--- config.mk ---
export PLATFORM = sky130hd
export DESIGN_NAME = score_tracker
export DESIGN_NICKNAME = d
export VERILOG_FILES = /design/src/rtl/score_tracker.sv
export SDC_FILE = /design/constraint.sdc
export NUM_CORES = 1
export LEC_CHECK = 0
export BUFFER_PORTS_ARGS = -buffer_cell sky130_fd_sc_hd__buf_2
export CAP_MARGIN = 20
export CORE_UTILIZATION = 50
export CTS_BUF_LIST = sky130_fd_sc_hd__clkbuf_16
export CTS_CLUSTER_SIZE = 25
export DETAILED_ROUTE_END_ITERATION = 10
export PLACE_DENSITY = 0.72
export SYNTH_ARGS = -nofsm -noshare
export SYNTH_HDL_FRONTEND = slang
export SYNTH_SLANG_ARGS = --single-unit
--- constraint.sdc ---
create_clock -name clk -period 11.11 [get_ports clk]
set_input_delay 1.111 -clock clk [delete_from_list [all_inputs] [get_ports clk]]
set_output_delay 1.111 -clock clk [all_outputs]
set_load 0.01 [all_outputs]
--- src/rtl/score_tracker.sv ---
// score_tracker: accumulates game score with a streak bonus, tracks the level
// incrementally (no divider), and converts the score to four BCD digits with a
// sequential double-dabble shifter.
//
// Handshake: a placement is accepted on a rising edge where clear_valid and
// in_ready are both high and score_clear is low. in_ready is high only in IDLE.
// A clear_valid seen while in_ready is low is dropped, not queued. bcd_valid
// is a one-cycle pulse and needs no acknowledge.
module score_tracker #(
  parameter int SCORE_MAX       = 9999,
  parameter int LINES_PER_LEVEL = 20
) (
  input  logic       clk,
  input  logic       rst,
  input  logic       clear_valid,
  input  logic [4:0] num_cleared,
  output logic       in_ready,
  input  logic       score_clear,
  input  logic [3:0] debug_level,
  output logic [13:0] score,
  output logic [1:0] streaks,
  output logic [3:0] level,
  output logic [3:0] dig4,
  output logic [3:0] dig3,
  output logic [3:0] dig2,
  output logic [3:0] dig1,
  output logic       bcd_valid
);

  localparam logic [13:0] SMAX = 14'(SCORE_MAX);
  localparam logic [14:0] LPL  = 15'(LINES_PER_LEVEL);

  typedef enum logic {IDLE, CONV} state_t;

  state_t      state_q, state_d;
  logic [13:0] score_q, score_d;
  logic [1:0]  streaks_q, streaks_d;
  logic [3:0]  quot_q, quot_d;
  logic [13:0] rem_q, rem_d;
  logic [29:0] shreg_q, shreg_d;   // {bcd[15:0], bin[13:0]}
  logic [3:0]  cnt_q, cnt_d;
  logic [15:0] dig_q, dig_d;
  logic        bcd_valid_q, bcd_valid_d;

  logic        accept;
  logic [2:0]  nc_clip;
  logic [2:0]  pts;
  logic [2:0]  add_pts;
  logic [14:0] sum_full;
  logic [13:0] score_new;
  logic [14:0] rem_sum;
  logic [15:0] adj_bcd;
  logic [4:0]  lvl_sum;

  assign accept = clear_valid && in_ready && !score_clear;

  // State register
  always_ff @(posedge clk or posedge rst) begin
    if (rst) state_q <= IDLE;
    else     state_q <= state_d;
  end

  // Next-state: one conversion of 14 shifts per accepted placement
  always_comb begin
    state_d = state_q;
    case (state_q)
      IDLE: if (accept) state_d = CONV;
      CONV: if (cnt_q == 4'd13) state_d = IDLE;
      default: state_d = IDLE;
    endcase
    if (score_clear) state_d = IDLE;
  end

  // FSM outputs
  always_comb begin
    in_ready = (state_q == IDLE);
  end

  // Points for this placement; saturation clips the amount actually added
  always_comb begin
    nc_clip   = (num_cleared > 5'd4) ? 3'd4 : num_cleared[2:0];
    pts       = nc_clip + {1'b0, streaks_q};
    sum_full  = {1'b0, score_q} + 15'(pts);
    if (sum_full >= {1'b0, SMAX}) begin
      add_pts   = 3'(SMAX - score_q);
      score_new = SMAX;
    end else begin
      add_pts   = pts;
      score_new = sum_full[13:0];
    end
    rem_sum = {1'b0, rem_q} + 15'(add_pts);
  end

  // Double-dabble correction: add 3 to every BCD nibble that is 5 or more
  always_comb begin
    adj_bcd = shreg_q[29:14];
    for (int i = 0; i < 4; i++) begin
      if (adj_bcd[i*4 +: 4] >= 4'd5) adj_bcd[i*4 +: 4] = adj_bcd[i*4 +: 4] + 4'd3;
    end
  end

  // Datapath next values: clear, accept, or one conversion step
  always_comb begin
    score_d     = score_q;
    streaks_d   = streaks_q;
    quot_d      = quot_q;
    rem_d       = rem_q;
    shreg_d     = shreg_q;
    cnt_d       = cnt_q;
    dig_d       = dig_q;
    bcd_valid_d = 1'b0;
    if (score_clear) begin
      score_d   = '0;
      streaks_d = '0;
      quot_d    = '0;
      rem_d     = '0;
      shreg_d   = '0;
      cnt_d     = '0;
      dig_d     = '0;
    end else if (accept) begin
      score_d   = score_new;
      streaks_d = (num_cleared == 5'd0) ? 2'd0 :
                  (streaks_q == 2'd3)   ? 2'd3 : streaks_q + 2'd1;
      if (rem_sum >= LPL) begin
        rem_d  = 14'(rem_sum - LPL);
        quot_d = (quot_q == 4'd15) ? quot_q : quot_q + 4'd1;
      end else begin
        rem_d  = rem_sum[13:0];
      end
      shreg_d = {16'd0, score_new};
      cnt_d   = 4'd0;
    end else if (state_q == CONV) begin
      shreg_d = {adj_bcd, shreg_q[13:0]} << 1;
      cnt_d   = cnt_q + 4'd1;
      if (cnt_q == 4'd13) begin
        dig_d       = shreg_d[29:14];
        bcd_valid_d = 1'b1;
      end
    end
  end

  // Datapath registers
  always_ff @(posedge clk or posedge rst) begin
    if (rst) begin
      score_q     <= '0;
      streaks_q   <= '0;
      quot_q      <= '0;
      rem_q       <= '0;
      shreg_q     <= '0;
      cnt_q       <= '0;
      dig_q       <= '0;
      bcd_valid_q <= 1'b0;
    end else begin
      score_q     <= score_d;
      streaks_q   <= streaks_d;
      quot_q      <= quot_d;
      rem_q       <= rem_d;
      shreg_q     <= shreg_d;
      cnt_q       <= cnt_d;
      dig_q       <= dig_d;
      bcd_valid_q <= bcd_valid_d;
    end
  end

  // Level: debug offset if it fits in 4 bits, otherwise the plain quotient
  always_comb begin
    lvl_sum = {1'b0, quot_q} + {1'b0, debug_level};
    level   = (lvl_sum < 5'd16) ? lvl_sum[3:0] : quot_q;
  end

  assign score     = score_q;
  assign streaks   = streaks_q;
  assign dig4      = dig_q[15:12];
  assign dig3      = dig_q[11:8];
  assign dig2      = dig_q[7:4];
  assign dig1      = dig_q[3:0];
  assign bcd_valid = bcd_valid_q;

endmodule

After elaboration in Yosys (flattened, before gate mapping)
Index checks and enable logic that the tools add are counted.
- $lt $le $gt $ge: 8
- equality and inequality tests: 5
- bitwise gates (word level): 1
- add/subtract/negate cells: 13
- reductions and logical operators: 11
- mux-type cells: 39
- operators by type and width (cell ; number):
    $mux 30 ; 3
    $mux 14 ; 6
    $mux 16 ; 4
    $mux 4 ; 11
    $add 14x3->15 ; 2
    $ge 4x3->1 const B ; 4
    $ge 15x14->1 const B ; 1
    $ge 15x5->1 const B ; 1
    $sub 14x5->14 const B ; 1
    $add 4x2->4 const B ; 3
    $mux 3 ; 3
    $add 4x1->4 const B ; 2
    $eq 4x4->1 const B ; 2
    $mux 2 ; 4
    $reduce_bool 2->1 ; 4
    $mux 1 ; 7
    $reduce_and 3->1 ; 2
    $add 4x4->5 ; 1
    $gt 5x3->1 const B ; 1
    $logic_not 5->1 ; 1
    $lt 5x5->1 const B ; 1
    $ne 2x2->1 const B ; 2
    $add 3x2->3 ; 1
    $add 3x2->3 const B ; 1
    other kinds (8) ; 9
- logic and storage cells: 86
- input port bits: 13
- register bits: 86
- output and inout port bits: 38

Logic depth before layout (Yosys ltp)
Gate-level depths: netlist of the first run.
- depth in word-level cells: 11
- mapped depth: 27
- depth with buffers taken out: 26

Worst setup path after synthesis of the first run
Ideal clock, no wire load.
- path kind: input to register
- from: input port num_cleared[4]
- to: register rem_q[10]
- path slack: 4200 ps
- library setup time: 128 ps
- required time: 10982 ps
- arrival time: 6782 ps
- cell stages on the path: 25
- buffers on the path: 2
- path through: nor3_1 -> and2_1 -> ha_1 -> fa_1 -> ha_1 -> a211oi_2 -> nor4_4 -> and3_1 -> mux2i_1 -> a311o_1 -> o21a_2 -> buf_6 -> o21ai_0 -> ha_1 -> inv_1 -> fa_1 -> nand2b_2 -> a21bo_1 -> buf_6 -> or3_4 -> nand4_4 -> nor3_2 -> or4_1 -> a21oi_1 -> mux2_1
- cells in the longest elaborated chain, start to end: 11
- elaborated cells between the ends (all ways): 12
- classes of those cells: add/sub: 4; order compare: 3; mux: 5
- RTL lines (item ; line ; RTL):
    from (decl) ; 16 ; input logic [4:0] num_cleared,
    $gt 5x3->1 (*) ; 81 ; nc_clip = (num_cleared > 5'd4) ? 3'd4 : num_cleared[2:0];
    $mux 3 (*) ; 81 ;
    $add 3x2->3 (*) ; 82 ; pts = nc_clip + {1'b0, streaks_q};
    $add 14x3->15 ; 83 ; sum_full = {1'b0, score_q} + 15'(pts);
    $ge 15x14->1 ; 84 ; if (sum_full >= {1'b0, SMAX}) begin
    $mux 3 (*) ; 84 ;
    $add 14x3->15 (*) ; 91 ; rem_sum = {1'b0, rem_q} + 15'(add_pts);
    $sub 14x5->14 or $ge 15x5->1 (tied branches) ; 125, 124 ;
    $mux 14 (*) ; 124 ; if (rem_sum >= LPL) begin
    $mux 14 (*) ; 120 ; end else if (accept) begin
    $mux 14 (*) ; 112 ; if (score_clear) begin
    to (signal assigned) ; 157 ; rem_q <= rem_d;
    to (decl) ; 39 ; logic [13:0] rem_q, rem_d;
Mark *: on every way between the ends. The rest lies on a longest branch, timed or not. The select of a mux whose other input is x is not followed.
A chain may end at the register's enable or synchronous reset.

Final worst setup path of the first run
- from: input port num_cleared[4]
- to: register rem_q[4]
The elaborated chain is that of the path after synthesis.

==> results of run 1 <==
-- power by group --
group,internal [mW],switching (mW)
Combinational,0.165,0.243
Sequential,0.339,0.0472
Clock,0.173,0.130
-- how the worst min path moves through the flow --
stage / from / to / slack (ns) / cells after the start
floorplan: shreg_q[12] / shreg_q[13] / 0.50 / 2
global route: shreg_q[12] / shreg_q[13] / 0.54 / 2
CTS: dig_q[5] / dig_q[5] / 0.52 / 2
detailed placement: dig_q[5] / dig_q[5] / 0.52 / 2
global placement: dig_q[6] / dig_q[6] / 0.51 / 2
finish: dig_q[5] / dig_q[5] / 0.52 / 2
-- registers in the layout, indices dropped and copies added, names as in the netlist --
name	cells
bcd_valid	1
cnt_q	4
dig_q	16
quot_q	4
rem_q	14
score	14
shreg_q	30
state_q	1
streaks	2
-- critical path, stage by stage --
cell and delay (ns):
buf_2 0.09, nor3_1 0.37, and2_1 0.19, ha_1 0.16, fa_1 0.48, ha_1 0.34, a211oi_2 0.10, nor4_4 0.36
and3_1 0.24, mux2i_1 0.35, a311o_1 0.22, o21a_2 0.29, nand2_1 0.08, o21ai_0 0.08, ha_1 0.27, inv_1 0.08
fa_1 0.41, nand2b_2 0.25, a21boi_1 0.47, and3_1 0.29, mux2i_2 0.15, nor4_4 0.65, o21ai_1 0.16, a21oi_1 0.17
mux2_1 0.34
-- cells by family after synthesis --
| logic type | synth area share (%) |
|---|---|
| AND/OR/NAND/NOR | 25.28 |
| AO/OA/AOI/OAI | 18.47 |
| flip-flops | 36.63 |
| buffers and inverters | 5.112 |
| XOR/XNOR | 4.771 |
| adder cells (fa/ha/maj) | 6.475 |
| multiplexers | 3.259 |
-- cell usage after synthesis, types with 12 or more instances --
library cell  count
a21oi_1          51
clkbuf_1         27
dfrtp_1          86
ha_1             24
inv_1            32
nand2_1          82
nand3_1          14
nand4_1          12
nor2_1           61
nor3_1           35
o21ai_0          46
xnor2_1          19
xor2_1           13
-- final cells by class --
cell class / instances / area (µm²)
flip-flops and latches: 86 / 2152
inverters: 32 / 121.4
clock buffers: 9 / 225.2
multi-input cells: 525 / 3425
well taps: 143 / 178.9
clock inverters: 7 / 63.81
fillers: 1043 / 4965
repair buffers: 55 / 287.8
-- layout by cell type (no fill, tap or decap), types with 14 or more instances in the layout --
cell	n
a21oi_1	51
buf_2	50
dfrtp_1	86
ha_1	24
inv_1	32
nand2_1	82
nand3_1	14
nor2_1	61
nor3_1	35
o21ai_0	46
xnor2_1	19
-- routing by layer --
layer	share of wire, %	wire length (µm)	vias to the layer above	global-route usage [%]
li1	-	-	2474	-
met1	45	6504	2549	34.13
met2	47	6776	144	40.91
met3	5.3	757	18	4.586
met4	1.9	267	0	8.647
met5	0	0	-	0
-- per-stage QoR --
step	cells	hold slack, ns	setup WS [ns]
after global routing	857	0.5398	3.174
after floorplan	684	0.4970	4.200
final	857	0.5221	3.604
after detailed placement	841	0.5157	3.388
after CTS	857	0.5246	3.734
after global placement	841	0.5125	3.805
==> results.toml, run 1 <==
[status]
status = "finished, final reports clean"

[die]
pin_count = 51
die_h_um = 110.4
rows = 39
core-area_um2 = 11420
initial_utilization_pct = 51.45
die_w_um = 110.4
die-area_um2 = 12190

[critical_path]
start_kind = "input pin"
worstPathMaxFanout = 13
endpoint = "rem_q[4]"
r2r_end = "rem_q[4]"
worstSetupStartpoint = "num_cleared[4]"
critPathCaptureType = "flop"
arrival_ns = 7.73
r2r_start = "streaks[0]"
reg2reg_slack_ns = 4.32
reg2reg_depth = 23
criticalPathCategory = "in -> reg"
critPathRequiredTime_ns = 11.34

[logic_synthesis]
syn_avg_cell_area_um2 = 8.588
synth_top_cell_area_share_pct = 36.63
synth_nets = 725
synth_edf_count = 0
netlist_instances = 684
synthTopCellsByArea = "dfrtp_1, nand2_1, ha_1, a21oi_1, o21ai_0"
yosysTopAreaCell = "dfrtp_1"
synth.distinct_cells = 83
async_reset_ff_share_pct = 100.0
syn_area_um2 = 5874
synthFlopType = "dfrtp_1"
yosysWarningCount = 0
synth_seq_cells = 86
seq_area_frac_synth_pct = 36.63

[power]
leakagePower_nw = 2.823
p_total_mw = 1.097
powerDensity_nw_per_um2 = 170.0
peakVddDrop_uv = 102.7

[global_routing]
grt_max_degree = 81
grt_overflow = 0
first_global_vias = 4823
grt_pass1_wl_um = 23650
grt_usage_pct = 25.29
antenna_found_initial = 0

[clocking]
post_cts_buffers = 0
clock-root-buffer = "clkbuf_16"
htreeDepth = 3
cts_tree = "yes"
post_cts_resized = 0
hold_buffers = 0
clock-sinks = 86
numCtsBuffers = 9
cts_buffer_depth = 2
worstSkewPairLatency_ns = 0.35
clkTransAtPathRegs_ns = 0.06

[route]
viasPerCell = 6.050
wirelength_um = 14300
route.detailed.drc = 0
firstDrtPassIters = 5
drt_iter0_markers = 403
wl_per_cell_um = 16.69
num_vias = 5185
ant_nets = 0

[sta]
maxSlewViolCount = 0
relSlewSlack_pct = 39.71
period_share_pct = 67.56
fmax_mhz = 133.2
finalSetupViolCount = 0
finalHoldViolations = 0
grt_setup_unrepaired = "no"
min_period_ns = 7.506
fin_skew_ns = 0.007797
max_slew.worst_pin.slew_ns = 0.9044
setup_tns_ns = 0

[run]
maxCapViolations = 0

[finish]
post-route-cell-area_um2 = 6454
drive_gt1_share_pct = 14.99
utilization_pct = 56.52
antenna_cells = 0
syn_to_final_growth_pct = 9.862
fin_nets = 750

[placed_design]
dpl_cell_area_um2 = 6165
dpl.hpwl_um = 9631
portBuffers = 50
gp_congestion = 0.8988

[min_path]
hp-class = "reg -> reg"
Power figures use the tool's default switching activity.
==> run 2, diff against run 1 <==
Settings changed: ABC_AREA set to 1, PLACE_DENSITY 0.72 to 0.75.
Clock period 11.11 ns to 6.4 ns, I/O delays scaled along.
==> run 2 against run 1 <==
  * Global-route usage decreased by 0.99 points
  * Final cell count up 8.3%
  * Synthesized area down 7.0%
  * Count of clock-buffer cells in the layout unchanged
  * Sequential share of layout area increased by 1.6 points
  * Register-to-register slack lost 3.5 ns
  * Largest cell class unchanged
  * Highest routed layer unchanged
==> results.toml, run 2 <==
[logic_synthesis]
synth_edf_count = 0
synth_seq_cells = 86
synthTopCellsByArea = "dfrtp_1, nand2_1, inv_1, o21ai_0, ha_1"
yosys-top-cells-count = "nand2_1, inv_1, dfrtp_1, o21ai_0, nand3_1"
synth_top_cell_area_share_pct = 39.39
syn_area_um2 = 5464
synthFlopType = "dfrtp_1"
synth.most_common_cell = "nand2_1"
synth.distinct_cells = 36
syn_avg_cell_area_um2 = 7.384
yosysTopAreaCell = "dfrtp_1"
seq_area_frac_synth_pct = 39.39
netlist_instances = 740
yosysWarningCount = 0
synth_nets = 781
async_reset_ff_share_pct = 100.0

[critical_path]
crit_family = "simple AND/OR/NAND/NOR gates"
start_kind = "input pin"
critPathRequiredTime_ns = 6.63
cp.depth = 41
reg2reg_depth = 35
cp_common_cell = "nand2_1"
r2r_end = "quot_q[2]"
criticalPathCategory = "in -> reg"
reg2reg_slack_ns = 0.87
endpoint = "quot_q[2]"
r2r_start = "streaks[0]"
worstSetupStartpoint = "num_cleared[4]"
worst-path-buf-inv = 9
slowest_stage = "fa_1"
arrival_ns = 5.93
critPathCaptureType = "flop"
cp_slowest_stage_delay_ns = 0.38
worstPathMaxFanout = 16

[finish]
syn_to_final_growth_pct = 12.82
final_common_cell = "nand2_1"
largest_reg_flops = 30
top_regs = "shreg_q: 30 flops, dig_q: 16 flops"
instances_no_fill = 928
regMostFlops = "shreg_q"
post-route-cell-area_um2 = 6165
drive_gt1_share_pct = 14.02
utilization_pct = 58.92
fin_nets = 828
fillCellCount = 951
antenna_cells = 0
mostFrequentLayoutCells = "nand2_1, inv_1, dfrtp_1"

[sta]
finalSetupViolCount = 0
fin_skew_ns = 0.008572
relSlewSlack_pct = 44.41
period_share_pct = 89.08
min_period_ns = 5.701
grt_setup_unrepaired = "no"
fmax_mhz = 175.4
fin_ws_ns = 0.6988
hold_ws_ns = 0.3601
finalHoldViolations = 0
setup_tns_ns = 0
maxSlewViolCount = 0
max_slew.worst_pin.slew_ns = 0.8330

[power]
leakagePower_nw = 3.156
internal_power_mw = 1.043
comb_power_share_pct = 28.1
seqPwrFrac_pct = 38.0
powerDensity_nw_per_um2 = 266.1
p_total_mw = 1.640
peakVddDrop_uv = 124.9
sw_frac_of_total_pct = 36.41
power.switching_uw = 597.2
clock_power_share_pct = 33.9

[clocking]
post_cts_buffers = 0
clkTransAtPathRegs_ns = 0.08
cts_buffer_depth = 2
clock-sinks = 86
hold_buffers = 0
cts_tree = "yes"
numCtsBuffers = 9
htreeDepth = 3
worstSkewPairLatency_ns = 0.35
clock-root-buffer = "clkbuf_16"

[placed_design]
dpl.hpwl_um = 9317
gp_congestion = 0.8696
dpl_cell_area_um2 = 5807
pre_cts_slack_ns = 0.3001
placed_cells = 910
portBuffers = 50

[run]
maxCapViolations = 0

[die]
core-area_um2 = 10460
rows = 37
initial_utilization_pct = 52.22
die_w_um = 106.5
die-area_um2 = 11350
pin_count = 51
die_h_um = 106.5

[route]
ant_nets = 0
num_vias = 5123
viasPerCell = 5.520
drt_iter0_markers = 419
route.detailed.drc = 0
wl_per_cell_um = 14.06
firstDrtPassIters = 5
wirelength_um = 13050

[min_path]
hp-class = "in -> async"

[global_routing]
first_global_vias = 4673
grt_usage_pct = 24.31
grt_pass1_wl_um = 22000
grt_overflow = 0
grt_max_degree = 87
antenna_found_initial = 0

[status]
status = "finished, final reports clean"
==> run 2: area by class of cell <==
cell class                      instances  area (µm²)  share of cell area [%]
Clock buffer                            9       225.2                   3.653
Sequential cell                        86        2152                   34.91
Timing Repair Buffer                   54       307.8                   4.993
Multi-Input combinational cell        528        2815                   45.67
Clock inverter                          7       87.58                   1.421
Inverter                              108       406.6                   6.596
Tap cell                              136       170.2                   2.760
==> run 2: worst min path at each step <==
stage / cells after the start / slack [ns] / end / start
final: 3 / 0.36 / dig_q[14] / rst
after global routing: 3 / 0.39 / dig_q[14] / rst
after CTS: 2 / 0.48 / dig_q[0] / dig_q[0]
after detailed placement: 2 / 0.46 / dig_q[0] / dig_q[0]
after global placement: 2 / 0.45 / dig_q[0] / dig_q[0]
after floorplan: 2 / 0.45 / shreg_q[0] / shreg_q[0]
==> run 2: cells by family after synthesis <==
family / share of synthesized area (%)
and+or+nand+nor: 31.01
buffers and inverters: 9.136
AOI/OAI and AO/OA: 11.43
DFF: 39.39
adders and majority gates: 6.961
xor gates and xnor gates: 2.084
==> run 2: layer usage <==
metal | GRT usage, % | wire, µm
met3 | 3.311 | 707
met2 | 39.33 | 6104
met1 | 33.53 | 6075
met5 | 0 | 0
met4 | 8.219 | 161
==> run 2: worst reg2reg max path: cells and delay by family (launching register included) <==
family,cells,cell delay [ns]
AO/OA/AOI/OAI,1,0.09
flip-flops,1,0.42
XOR/XNOR,2,0.51
AND/OR/NAND/NOR,21,2.43
adder cells (fa/ha/maj),5,1.52
buffers and inverters,6,0.45
==> run 2: power by group through the flow <==
stage               Sequential, mW  Clock [mW]  Combinational (mW)
floorplan                    0.620           0               0.375
global placement             0.631           0               0.440
detailed placement           0.632           0               0.452
CTS                          0.623       0.564               0.454
global route                 0.628       0.586               0.521
finish                       0.624       0.556               0.460
==> run 2: repair_timing <==
action	4_1_cts	5_1_grt
resized for setup	0	1
endpoints found under the hold margin	0	0
setup endpoints to repair	0	4
==> run 3, diff against run 2 <==
Settings changed: CELL_PAD_IN_SITES_DETAIL_PLACEMENT set to 1, CELL_PAD_IN_SITES_GLOBAL_PLACEMENT set to 2, CORE_UTILIZATION 50 to 31, PLACE_DENSITY 0.75 to 0.79.
==> run 3 against run 2 <==
  * Combinational power is 1% higher
  * Wire length is 18% higher
  * Critical path depth is 1 lower
  * Worst setup slack improved by 0.013 ns
  * Sequential share of layout area fell by 0.27 points
  * Count of clock-buffer cells in the layout unchanged
  * Highest routed layer unchanged
==> results.toml, run 3 (same netlist as run 2, synthesis figures left out) <==
[status]
status = "finished, final reports clean"

[die]
die_w_um = 134.8
die_h_um = 134.8
die-area_um2 = 18160
initial_utilization_pct = 31.70
pin_count = 51
core-area_um2 = 17240
rows = 48

[critical_path]
cp_slowest_stage_delay_ns = 0.38
critPathRequiredTime_ns = 6.63
crit_family = "simple AND/OR/NAND/NOR gates"
cp_common_cell = "nand2_1"
slowest_stage = "fa_1"
arrival_ns = 5.92
start_kind = "input pin"
criticalPathCategory = "in -> reg"
worstPathMaxFanout = 16
worst-path-buf-inv = 9
critPathCaptureType = "flop"

[route]
num_vias = 5087
ant_nets = 0
wirelength_um = 15430
drt_iter0_markers = 172
route.detailed.drc = 0
firstDrtPassIters = 4
wl_per_cell_um = 15.17
viasPerCell = 5.002

[sta]
min_period_ns = 5.688
max_slew.worst_pin.slew_ns = 0.8952
relSlewSlack_pct = 40.25
grt_setup_unrepaired = "no"
finalHoldViolations = 0
maxSlewViolCount = 0
fin_skew_ns = 0.005509
setup_tns_ns = 0
finalSetupViolCount = 0
fmax_mhz = 175.8
period_share_pct = 88.87

[global_routing]
grt_overflow = 0
grt_max_degree = 46
grt_pass1_wl_um = 26300
antenna_found_initial = 0
first_global_vias = 5360
grt_usage_pct = 18.28

[placed_design]
gp_congestion = 0.8467
dpl_cell_area_um2 = 5933
dpl.hpwl_um = 11550
portBuffers = 50

[clocking]
numCtsBuffers = 9
worstSkewPairLatency_ns = 0.34
cts_tree = "yes"
cts_buffer_depth = 2
clock-root-buffer = "clkbuf_16"
htreeDepth = 3
clkTransAtPathRegs_ns = 0.07
clock-sinks = 86

[finish]
largest_reg_flops = 30
antenna_cells = 0
mostFrequentLayoutCells = "nand2_1, inv_1, dfrtp_1"
drive_gt1_share_pct = 14.02
regArea_um2 = 2152
fillCellCount = 2149
post-route-cell-area_um2 = 6213
multi_input_area_um2 = 2820
syn_to_final_growth_pct = 13.72
regMostFlops = "shreg_q"
final_common_cell = "nand2_1"
top_regs = "shreg_q: 30 flops, dig_q: 16 flops"
fin_nets = 828

[power]
leakagePower_nw = 3.141
peakVddDrop_uv = 120.0
powerDensity_nw_per_um2 = 255.1

[run]
maxCapViolations = 0

[min_path]
hp-class = "in -> async"
[run 3: cell types whose count changed in the layout (fill, tap and decap cells not counted)]
cell	delta
buf_8	-1
nand3_1	-1
bufinv_16	-1
inv_6	+2
inv_1	+1
clkinv_2	+2
inv_8	-3
buf_16	-1
clkinvlp_4	-1
buf_4	+2
nand3_2	+1
[run 3: through the flow]
stage | instances | util [%] | setup WS [ns] | hold slack [ns] | total power, mW
after global placement | 1001 | 34.42 | 0.5024 | 0.4532 | 1.091
after detailed placement | 1001 | 34.42 | 0.1761 | 0.4662 | 1.104
after global routing | 1017 | 36.05 | 0.04369 | 0.4742 | 1.696
after floorplan | 740 | - | 1.151 | 0.4502 | 0.9947
after CTS | 1017 | 36.00 | 0.5316 | 0.4300 | 1.610
final | 1017 | 36.05 | 0.7122 | 0.4070 | 1.585
[run 3: routing by layer]
layer | GRT usage (%) | up-vias | wire length [µm] | share of wire, %
met3 | 2.027 | 19 | 390 | 2.5
li1 | - | 2506 | - | -
met5 | 0 | - | 0 | 0
met1 | 24.56 | 2485 | 7627 | 49
met4 | 6.617 | 0 | 279 | 1.8
met2 | 30.33 | 77 | 7128 | 46
[run 3: path summary, 6_finish.rpt]
check,cells after the start,slack (ns),to,start
min in group clk,2,0.47,dig_q[0],dig_q[0]
max in group asynchronous,3,4.92,quot_q[1],rst
setup / recovery,40,0.71,quot_q[3],num_cleared[4]
hold reg to reg,2,0.47,dig_q[0],dig_q[0]
setup reg to reg,34,0.88,quot_q[3],streaks[0]
hold / removal,2,0.41,shreg_q[13],rst
[run 3: repair_timing]
item                                    in CTS  in global routing
gates resized for setup                      0                  2
endpoints found under the setup margin       0                  6
buffers inserted                             0                  0
hold buffers                                 0                  0
[run 3: worst register-to-register path: cells and delay by family (launching register included)]
| family | cells | cell delay [ns] |
|---|---|---|
| AND/OR/NAND/NOR | 20 | 2.35 |
| adder cells (fa/ha/maj) | 5 | 1.55 |
| XOR/XNOR | 2 | 0.50 |
| buffers and inverters | 6 | 0.49 |
| flip-flops | 1 | 0.42 |
| AO/OA/AOI/OAI | 1 | 0.08 |
[run 3: layout make-up]
cell class | count | area share (%)
multi-input combinational | 528 | 45.39
sequential | 86 | 34.64
inverter | 108 | 6.545
tap | 225 | 4.531
timing repair buffer | 54 | 4.511
clock buffer | 9 | 3.625
clock inverter | 7 | 0.7652
[run 3: power by group]
| part | switching [mW] | leakage, nW | internal, mW |
|---|---|---|---|
| logic | 0.315 | 1.82 | 0.151 |
| registers | 0.0466 | 1.18 | 0.579 |
| clock network | 0.229 | 0.138 | 0.265 |
| total | 0.590 | 3.14 | 0.995 |
